<file path="config.mk">
export PLATFORM = sky130hd
export DESIGN_NAME = mode_sequencer
export DESIGN_NICKNAME = d
export VERILOG_FILES = /design/src/rtl/qos_ctrl_pkg.sv /design/src/rtl/button_debounce.sv /design/src/rtl/mode_sequencer.sv
export SDC_FILE = /design/constraint.sdc
export NUM_CORES = 1
export LEC_CHECK = 0
export BUFFER_PORTS_ARGS = -buffer_cell sky130_fd_sc_hd__clkbuf_2
export CAP_MARGIN = 15
export CORE_ASPECT_RATIO = 1.4
export CORE_MARGIN = 1
export CORE_UTILIZATION = 42
export DETAILED_ROUTE_END_ITERATION = 10
export GPL_ROUTABILITY_DRIVEN = 0
export PLACE_DENSITY = 0.65
export SLEW_MARGIN = 20
export SYNTH_ARGS = -nofsm -noshare
export SYNTH_HDL_FRONTEND = slang
export SYNTH_SLANG_ARGS = --single-unit
export TNS_END_PERCENT = 50
</file>
<file path="constraint.sdc">
create_clock -name WF_CLK -period 2.55 [get_ports WF_CLK]
set_input_delay 0.255 -clock WF_CLK [delete_from_list [all_inputs] [get_ports WF_CLK]]
set_output_delay 0.255 -clock WF_CLK [all_outputs]
set_load 0.05 [all_outputs]
</file>
<file path="src/rtl/qos_ctrl_pkg.sv">
// Shared types and constants for the compute-mode controller.
package qos_ctrl_pkg;

  localparam int unsigned MODE_W   = 4;
  localparam int unsigned RESULT_W = 8;

  localparam logic [MODE_W-1:0] DEFAULT_MODE   = 4'd14;
  localparam logic [3:0]        TIMEOUT_LED_HI = 4'hF;

  typedef enum logic [2:0] {
    IDLE  = 3'd0,
    START = 3'd1,
    RUN   = 3'd2,
    ABORT = 3'd3,
    HOLD  = 3'd4
  } seq_state_t;

endpackage

</file>
<file path="src/rtl/button_debounce.sv">
// Two-flop synchroniser and counter debounce for an active-low button;
// emits a one-cycle press_evt on each accepted press (never on release).
module button_debounce #(
  parameter int unsigned DEBOUNCE_CYCLES = 16
) (
  input  logic clk,
  input  logic rst,
  input  logic btn_n,
  output logic press_evt
);

  localparam int unsigned CNT_W = (DEBOUNCE_CYCLES > 1) ? $clog2(DEBOUNCE_CYCLES) : 1;

  logic             sync1;
  logic             sync2;
  logic             stable;
  logic             stable_d;
  logic [CNT_W-1:0] cnt;

  always_ff @(posedge clk) begin
    if (rst) begin
      sync1     <= 1'b1;
      sync2     <= 1'b1;
      stable    <= 1'b1;
      stable_d  <= 1'b1;
      cnt       <= '0;
      press_evt <= 1'b0;
    end else begin
      sync1     <= btn_n;
      sync2     <= sync1;
      stable_d  <= stable;
      // Registered edge detect on the debounced level: one cycle after the flip.
      press_evt <= stable_d & ~stable;
      if (sync2 == stable) begin
        cnt <= '0;
      end else if (cnt == CNT_W'(DEBOUNCE_CYCLES - 1)) begin
        stable <= sync2;
        cnt    <= '0;
      end else begin
        cnt <= cnt + CNT_W'(1);
      end
    end
  end

endmodule

</file>
<file path="src/rtl/mode_sequencer.sv">
// Steps the active compute mode on button presses, starts the mode engine,
// waits for completion with a timeout and latches the result onto the LEDs.
module mode_sequencer
  import qos_ctrl_pkg::*;
#(
  parameter int unsigned DEBOUNCE_CYCLES = 16,
  parameter int unsigned TIMEOUT_CYCLES  = 4096
) (
  input  logic                WF_CLK,
  input  logic                rst,
  input  logic                btn_n,
  output logic [MODE_W-1:0]   mode,
  output logic                eng_start,
  output logic                eng_abort,
  input  logic                eng_done,
  input  logic [RESULT_W-1:0] eng_result,
  output logic [RESULT_W-1:0] led,
  output logic                busy,
  output logic                timeout_err
);

  localparam int unsigned TCNT_W = (TIMEOUT_CYCLES > 1) ? $clog2(TIMEOUT_CYCLES) : 1;

  seq_state_t        state;
  seq_state_t        state_nxt;
  logic              press_evt;
  logic              abort_by_press;
  logic              tmo_hit;
  logic [TCNT_W-1:0] tcnt;

  button_debounce #(
    .DEBOUNCE_CYCLES(DEBOUNCE_CYCLES)
  ) u_debounce (
    .clk       (WF_CLK),
    .rst       (rst),
    .btn_n     (btn_n),
    .press_evt (press_evt)
  );

  assign tmo_hit = (tcnt == TCNT_W'(TIMEOUT_CYCLES - 1));

  // A press always wins over completion or timeout in the same RUN cycle.
  always_comb begin
    state_nxt = state;
    case (state)
      IDLE:  state_nxt = START;
      START: state_nxt = press_evt ? ABORT : RUN;
      RUN: begin
        if (press_evt)     state_nxt = ABORT;
        else if (eng_done) state_nxt = HOLD;
        else if (tmo_hit)  state_nxt = ABORT;
      end
      ABORT: state_nxt = (abort_by_press || press_evt) ? START : HOLD;
      HOLD:  state_nxt = press_evt ? START : HOLD;
      default: state_nxt = IDLE;
    endcase
  end

  // Outputs are decoded from state_nxt so each registered strobe lines up
  // with the state it belongs to.
  always_ff @(posedge WF_CLK) begin
    if (rst) begin
      state          <= IDLE;
      mode           <= DEFAULT_MODE;
      led            <= '0;
      eng_start      <= 1'b0;
      eng_abort      <= 1'b0;
      busy           <= 1'b0;
      timeout_err    <= 1'b0;
      tcnt           <= '0;
      abort_by_press <= 1'b0;
    end else begin
      state     <= state_nxt;
      eng_start <= (state_nxt == START);
      eng_abort <= (state_nxt == ABORT);
      busy      <= (state_nxt == START) || (state_nxt == RUN);

      if (press_evt) begin
        mode <= mode + MODE_W'(1);
      end

      if (state_nxt == START) begin
        tcnt        <= '0;
        timeout_err <= 1'b0;
      end else if (state == RUN) begin
        tcnt <= tcnt + TCNT_W'(1);
      end

      if (state == RUN && !press_evt) begin
        if (eng_done) begin
          led <= eng_result;
        end else if (tmo_hit) begin
          timeout_err <= 1'b1;
          led         <= RESULT_W'({TIMEOUT_LED_HI, mode[3:0]});
        end
      end

      if (state_nxt == ABORT) begin
        abort_by_press <= press_evt;
      end
    end
  end

endmodule
</file>
==> impl_summary.txt, run 1 <==
----------------------------------------------------
[Run status]
  Status ... finished, final reports clean

[Logic synthesis]
  Sequential element share of the synthesized area ... 47.19%
  Post-synthesis instance total ... 196
  Register bit total from synthesis ... 41
  Post-synth top flop ... sky130_fd_sc_hd__dfxtp_1
  Post-synth net total ... 211
  Synthesized area ... 1739 µm²
  Total of warnings raised by yosys ... 0
  EDFF count, synth ... 0
  Post-synthesis async set-or-reset flop share ... 0%
  Number of different library cells in the post-synthesis netlist ... 37
  Post-Synthesis Mean Instance Area ... 8.873 µm²

[Placement]
  Detailed Place HPWL ... 2.303 mm
  Area after detailed placement ... 1889 µm²
  Count of port buffers added during placement ... 27
  Number of instances in the placed design ... 258

[Floorplanning]
  Chip width ... 56.39 µm
  Core Footprint ... 3953 µm²
  Ports placed on the boundary ... 28
  Num rows ... 27
  Y dimension of the die ... 78.14 µm
  Area enclosed by the die boundary ... 4406 µm²
  Initial standard-cell utilization of the core ... 44.00%

[Global routing]
  First-pass GRT wire length ... 5.582 mm
  Overall track demand over capacity in global routing ... 16.43%
  Initial antenna violation count ... 0
  Via count of the first global-routing pass ... 1283
  Global route overflow ... 0
  Largest net degree at the start of global routing ... 27

[Finish]
  Fraction of final layout cells sized beyond drive strength 1 ... 20.63%
  Design area ... 1991 µm²
  Number of filler instances in the final layout ... 405
  Antenna cell count ... 0
  Layout overhead on the synthesized area ... 14.46%
  Final Net Count ... 237
  Number of non-filler instances in the completed layout ... 266

[Timing]
  Max-slew violation count ... 0
  Final cycle utilization of the critical path ... 79.33%
  Final Skew ... 0.005421 ns
  Clock period minus worst slack ... 2.023 ns
  RSZ-0062 raised after global routing ... false
  Actual slew at the worst max-slew pin ... 0.4974 ns
  Maximum achievable frequency ... 0.4944 GHz
  Max transition margin ... 66.82%
  Number of hold violations in the final report ... 0
  TNS Setup ... 0 ns
  Final setup violating endpoints ... 0

[Clock network]
  CTS root buffer ... sky130_fd_sc_hd__clkbuf_8
  Latest clock arrival within the worst-skew pair ... 0.29 ns
  H-tree lvl count ... 2
  Clock input transition at the sequential cells of the worst setup and hold paths ... 0.08 ns
  Number of sinks driven by the clock tree ... 41
  Post-cts hold buffer count ... 0
  Number of buffers on the longest clock path ... 2
  Number of CTS-inserted buffers ... 5
  CTS tree ... yes
  Post-cts gate resize count ... 0
  Buffer count from post-CTS setup fixing ... 0

[Pwr]
  Net switching power of the design ... 0.3834 mW
  Flop pwr share ... 50.9%
  Switching Share ... 28.06%
  Cell-internal power ... 0.9829 mW
  Combinational fraction of design power ... 15.8%
  Peak supply drop ... 416.5 µV
  Pwr per Cell Area ... 686.3 nW/µm²
  Clk network pwr share ... 33.3%
  Reported leakage power ... 0.7830 nW

[Detailed routing]
  Routed length per placed instance ... 12.18 µm
  Routed wire length ... 3.240 mm
  Via-per-instance ratio ... 5.075
  Count of vias placed by the detailed router ... 1350
  Antenna Nets Post-Route ... 0
  Residual DRC ... 0
  Initial detailed-routing violation count ... 41
  Pre-Repair DR Iteration Count ... 4

[Worst setup path]
  Class of the most critical setup path ... reg -> reg
  CP top delay family ... compound AO/OA/AOI/OAI gates
  Max Fanout on Critical Path ... 12
  Cells along the critical path ... ha_1, nand3_1, nor4_4, a31oi_2, o21bai_2, nor2_1
  Worst setup EP type ... register
  Arr. time, crit path ... 2.19 ns
  Startpoint types ... register
  Buffer and inverter count on the worst path ... 0
  Slowest CP cell ... sky130_fd_sc_hd__o21bai_2
  Maximum cell stage delay along the critical path ... 0.44 ns
  Critical path required time ... 2.72 ns

[Flow run]
  Max Cap Viol ... 0

[Worst hold path]
  Worst Hold Class ... in -> reg

----------------------------------------------------
## layer usage
metal  share of wire, %  vias to the layer above  GRT usage [%]
li1                   -                      713              -
met1                 44                      607          18.58
met2                 50                       24          27.26
met3                3.3                        6          4.942
met4                2.4                        0          9.268
met5                  0                        -              0
## worst reg2reg max path, delay by kind of cell, from the launching register on
family	cells	cell delay, ns
AOI/OAI and AO/OA	2	0.65
adders and majority gates	1	0.23
DFF	1	0.39
and+or+nand+nor	3	0.63
## layout make-up
| cell class | instances | area (µm²) | area share, % |
|---|---|---|---|
| multi-input cells | 140 | 849.6 | 42.68 |
| flip-flops and latches | 41 | 820.8 | 41.23 |
| repair buffers | 28 | 142.6 | 7.165 |
| clock buffers | 7 | 96.34 | 4.840 |
| well taps | 43 | 53.80 | 2.703 |
| inverters | 6 | 22.52 | 1.131 |
| clock inverters | 1 | 5.005 | 0.2514 |
## cell usage in the layout (no fill, tap or decap), types with 6 or more instances in the layout
master                     synthesis  routed
sky130_fd_sc_hd__dfxtp_1          41      41
sky130_fd_sc_hd__nor2_1           36      36
sky130_fd_sc_hd__clkbuf_2          0      27
sky130_fd_sc_hd__nand2_1          14      14
sky130_fd_sc_hd__xnor2_1          11      11
sky130_fd_sc_hd__nand3_1          10      10
sky130_fd_sc_hd__nor3_1            9       9
sky130_fd_sc_hd__xor2_1            7       7
sky130_fd_sc_hd__clkbuf_8          0       7
sky130_fd_sc_hd__inv_1             6       6
sky130_fd_sc_hd__nor2b_1           6       6
## power by group through the flow
stage                     sequential (mW)  clock [mW]  combinational, mW
after floorplan                     0.753           0              0.134
after global placement              0.709           0              0.219
after detailed placement            0.710           0              0.219
after CTS                           0.695       0.473              0.220
after global routing                0.700       0.503              0.241
final                               0.696       0.454              0.216
## logic make-up after synthesis
logic type                 Yosys count  synth area share (%)
and+or+nand+nor                     95                 27.77
adders and majority gates            3                 2.159
buffers and inverters               15                 3.956
muxes                                2                 1.151
xor gates and xnor gates            18                 9.065
DFF                                 41                 47.19
AOI/OAI and AO/OA                   22                 8.705
## registers in the layout, indices dropped and copies added, names as in the netlist, 3 cells and up
name and cells:
tcnt 12, led 8, mode 4, u_debounce.cnt 4, state 3
## path summary, 6_finish.rpt
path	startpoint	endpoint	slack, ns	cells past startpoint
max	tcnt[0]	tcnt[5]	0.53	6
min	btn_n	u_debounce.sync1	0.15	2
max reg2reg	tcnt[0]	tcnt[5]	0.53	6
min reg2reg	u_debounce.stable_d	u_debounce.press_evt	0.41	2
## synthesized netlist by cell type, drive strengths merged, types with 3 or more instances
cell type,number,share of area (%)
dfxtp,41,47
nor2,36,7.8
nand2,14,3.0
xnor2,11,5.5
nand3,10,2.9
nor3,9,2.6
xor2,7,3.5
inv,6,1.3
nor2b,6,2.2
a31oi,5,2.2
buf,5,1.8
o21ai,5,1.4
a21oi,4,1.2
and3,4,1.5
clkbuf,4,0.86
nand4,4,1.8
or2,4,1.4
ha,3,2.2
nand2b,3,1.1
## stage by stage
stage | utilization [%] | hold slack [ns] | worst slack (ns) | power, mW
6_report | 50.36 | 0.1456 | 0.5272 | 1.366
5_1_grt | 50.36 | 0.1342 | 0.2431 | 1.443
2_1_floorplan | - | 0.3588 | 0.8540 | 0.8876
4_1_cts | 50.36 | 0.1357 | 0.4931 | 1.387
3_5_place_dp | 47.80 | 0.3980 | 0.5068 | 0.9287
3_3_place_gp | 47.80 | 0.3970 | 0.5902 | 0.9283
(Power assumes the default switching activity.)
==> run 2, diff against run 1 <==
- ABC_AREA: unset -> 1
- clock period: 2.55 -> 2 ns (I/O delays scaled with it)
==> impl_summary.txt, run 2 <==
----------------------------------------------------
[Global routing]
  Global route overflow ... 0 (unchanged)
  Initial antenna violation count ... 0 (unchanged)
  Via count of the first global-routing pass ... 1393 (+8.6%)
  First-pass GRT wire length ... 5.692 mm (+2.0%)
  Overall track demand over capacity in global routing ... 16.03% (-0.41 points)
  Largest net degree at the start of global routing ... 13 (-52%)

[Logic synthesis]
  Total of warnings raised by yosys ... 0 (unchanged)
  Post-synth top area share ... 44.75% (-2.4 points)
  Register bit total from synthesis ... 41 (unchanged)
  Most numerous cell types in the synthesized netlist ... 46 x sky130_fd_sc_hd__nand2_1, 41 x sky130_fd_sc_hd__dfxtp_1, 34 x sky130_fd_sc_hd__nor2_1, 26 x sky130_fd_sc_hd__inv_1, 17 x sky130_fd_sc_hd__nand3_1
  Post-synthesis instance total ... 243 (+24%)
  Synthesized area ... 1834 µm² (+5.5%)
  EDFF count, synth ... 0 (unchanged)
  Sequential element share of the synthesized area ... 44.75% (-2.4 points)
  Post-synthesis async set-or-reset flop share ... 0% (unchanged)
  Post-synth top area cell ... sky130_fd_sc_hd__dfxtp_1
  Post-synth top flop ... sky130_fd_sc_hd__dfxtp_1
  Most used standard cell by instance count after synthesis ... sky130_fd_sc_hd__nand2_1
  Post-Synthesis Mean Instance Area ... 7.548 µm² (-15%)
  Post-synth net total ... 258 (+22%)
  Number of different library cells in the post-synthesis netlist ... 26 (-30%)
  Top cells by area in the synthesized netlist ... sky130_fd_sc_hd__dfxtp_1 45%, sky130_fd_sc_hd__nand2_1 9.4%, sky130_fd_sc_hd__nor2_1 7.0%, sky130_fd_sc_hd__inv_1 5.3%, sky130_fd_sc_hd__nand3_1 4.6%

[Clock network]
  Number of CTS-inserted buffers ... 5 (unchanged)
  Latest clock arrival within the worst-skew pair ... 0.29 ns (about the same)
  Buffer count from post-CTS setup fixing ... 0 (unchanged)
  Post-cts hold buffer count ... 0 (unchanged)
  Number of buffers on the longest clock path ... 2 (unchanged)
  Post-cts gate resize count ... 0 (unchanged)
  H-tree lvl count ... 2 (unchanged)
  Number of sinks driven by the clock tree ... 41 (unchanged)
  Clock input transition at the sequential cells of the worst setup and hold paths ... 0.08 ns (about the same)
  CTS root buffer ... sky130_fd_sc_hd__clkbuf_8
  CTS tree ... yes

[Worst setup path]
  Class of the most critical setup path ... reg -> reg
  Worst flop-to-flop path endpoint ... tcnt[1]
  Critical R2R Launch ... tcnt[0]
  Worst setup EP type ... register
  Cells along the critical path ... ha_1, inv_1, nor2_1, nand3_2, nand2_2, nand2_2, nand2_2, nand2_2, nand2_2, nor2_1
  Critical path required time ... 2.18 ns (-0.54 ns)
  Arr. time, crit path ... 1.79 ns (-0.40 ns)
  Slack of the worst reg-to-reg path ... 0.38 ns (-0.14 ns)
  Most prevalent standard cell on the critical path ... sky130_fd_sc_hd__nand2_2
  Startpoint types ... register
  CP top delay family ... simple AND/OR/NAND/NOR gates
  Slowest CP cell ... sky130_fd_sc_hd__dfxtp_1
  Buffer and inverter count on the worst path ... 1 (+1)
  Crit path launch ... tcnt[0]
  Worst Reg-to-Reg Cells ... 10 (+4)
  Maximum cell stage delay along the critical path ... 0.37 ns (-0.07 ns)
  Max Fanout on Critical Path ... 12 (unchanged)

[Finish]
  Layout overhead on the synthesized area ... 16.10%
  Antenna cell count ... 0 (unchanged)
  Most used cells in the layout excluding fill and tap cells ... 46 x sky130_fd_sc_hd__nand2_1, 41 x sky130_fd_sc_hd__dfxtp_1, 34 x sky130_fd_sc_hd__nor2_1
  Number of filler instances in the final layout ... 423 (+4.4%)
  Largest register FFs ... 12 (unchanged)
  Final Net Count ... 289 (+22%)
  Largest registers ... tcnt x12, led x8
  Sequential cell area ... 820.8 µm² (unchanged)
  Fraction of final layout cells sized beyond drive strength 1 ... 24.36% (+3.7 points)
  Design area ... 2130 µm² (+7.0%)
  Multi-input gate area ... 877.1 µm² (+3.2%)
  Most common cell after layout, fill and taps aside ... sky130_fd_sc_hd__nand2_1
  Register name with the most flops ... tcnt

[Worst hold path]
  Cell depth of the worst hold path ... 2 (unchanged)
  Worst Min Path Start ... btn_n
  Endpoint of the worst hold-timing path ... u_debounce.sync1
  Worst Hold Class ... in -> reg

[Detailed routing]
  Initial detailed-routing violation count ... 34 (-17%)
  Routed wire length ... 3.384 mm (+4.4%)
  Residual DRC ... 1 (+1)
  Via-per-instance ratio ... 4.722 (-7.0%)
  Antenna Nets Post-Route ... 0 (unchanged)
  Pre-Repair DR Iteration Count ... 9 (+5)
  Routed length per placed instance ... 10.58 µm (-13%)
  Count of vias placed by the detailed router ... 1511 (+12%)

[Timing]
  Final Skew ... 0.006983 ns (+0.001561 ns)
  Final setup violating endpoints ... 0 (unchanged)
  Actual slew at the worst max-slew pin ... 0.3445 ns (-0.1529 ns)
  Maximum achievable frequency ... 0.6187 GHz (+25%)
  Number of hold violations in the final report ... 0 (unchanged)
  TNS Setup ... 0 ns (unchanged)
  Clock period minus worst slack ... 1.616 ns (-0.4064 ns)
  RSZ-0062 raised after global routing ... false
  Max-slew violation count ... 0 (unchanged)
  Max transition margin ... 76.95% (+10 points)
  Post-layout worst setup margin ... 0.3836 ns (-0.1436 ns)
  Final cycle utilization of the critical path ... 80.82% (+1.5 points)

[Pwr]
  Pwr per Cell Area ... 907.1 nW/µm² (+32%)
  Reported leakage power ... 0.9681 nW (+24%)
  Peak supply drop ... 498.6 µV (+20%)

[Placement]
  Setup Slack @ Placement ... 0.3845 ns (-0.1223 ns)
  Detailed Place HPWL ... 2.562 mm (+11%)
  Count of port buffers added during placement ... 27 (unchanged)
  Area after detailed placement ... 2013 µm² (+6.6%)

[Run status]
  Violations in the final reports ... design-rule violations
  Status ... finished, violations left

[Floorplanning]
  Core Footprint ... 4204 µm² (+6.4%)
  Num rows ... 28 (+3.7%)
  Y dimension of the die ... 80.20 µm (+2.6%)
  Ports placed on the boundary ... 28 (unchanged)
  Area enclosed by the die boundary ... 4639 µm² (+5.3%)
  Chip width ... 57.85 µm (+2.6%)
  Initial standard-cell utilization of the core ... 43.63% (-0.37 points)

[Flow run]
  Max Cap Viol ... 0 (unchanged)

----------------------------------------------------
[run 2: cell types whose count changed in the layout (fill, tap and decap cells not counted), moves of 5 or more]
cell / previous run / this run
sky130_fd_sc_hd__nand2_1: 14 / 46
sky130_fd_sc_hd__o21ai_0: 4 / 16
sky130_fd_sc_hd__nand2_2: 0 / 6
sky130_fd_sc_hd__nand3_1: 10 / 17
sky130_fd_sc_hd__nor3_1: 9 / 4
sky130_fd_sc_hd__nor2_2: 0 / 11
sky130_fd_sc_hd__nor2b_1: 6 / 0
sky130_fd_sc_hd__inv_1: 6 / 26
sky130_fd_sc_hd__xnor2_1: 11 / 4
[run 2: area by class of cell]
class | count | share of cell area (%)
Clock buffer | 7 | 4.054
Clock inverter | 1 | 1.410
Inverter | 29 | 5.112
Multi-Input combinational cell | 168 | 41.19
Sequential cell | 41 | 38.54
Tap cell | 45 | 2.644
Timing Repair Buffer | 29 | 7.051
[run 2: cell families (layout without fill, tap and decap cells)]
logic type / Yosys count / in the layout / share of synthesized area, %
simple gates: 131 / 131 / 34.18
flops: 41 / 41 / 44.75
buf+inv: 34 / 66 / 7.435
compound gates: 24 / 24 / 6.822
xor+xnor: 10 / 10 / 4.775
fa+ha+maj: 3 / 3 / 2.047
[run 2: worst max path at each step]
stage	end	slack [ns]	depth (start not counted)
final	tcnt[1]	0.38	10
after global routing	tcnt[0]	0.22	10
after CTS	tcnt[1]	0.36	10
after detailed placement	tcnt[1]	0.38	10
after global placement	tcnt[1]	0.44	10
after floorplan	tcnt[2]	0.58	11
[run 2: through the flow]
stage / hold slack, ns / power (mW) / instances / utilization (%)
2_1_floorplan: 0.3038 / 1.201 / 243 / -
3_3_place_gp: 0.3880 / 1.265 / 312 / 47.89
3_5_place_dp: 0.3904 / 1.268 / 312 / 47.89
4_1_cts: 0.08271 / 1.954 / 320 / 50.65
5_1_grt: 0.08053 / 2.016 / 320 / 50.65
6_report: 0.08946 / 1.932 / 320 / 50.65
[run 2: where the power goes]
part	total, mW	internal [mW]	leakage [nW]	switching [mW]
registers	0.886	0.859	0.333	0.0269
clock network	0.687	0.407	0.0585	0.281
logic	0.358	0.0968	0.577	0.261
[run 2: layer usage]
metal,wire [µm],vias to the layer above,share of wire [%],track usage [%]
met4,61,0,1.8,7.857
met3,117,5,3.5,4.187
li1,-,818,-,-
met1,1496,668,44,16.68
met2,1710,20,51,29.08
met5,0,-,0,0
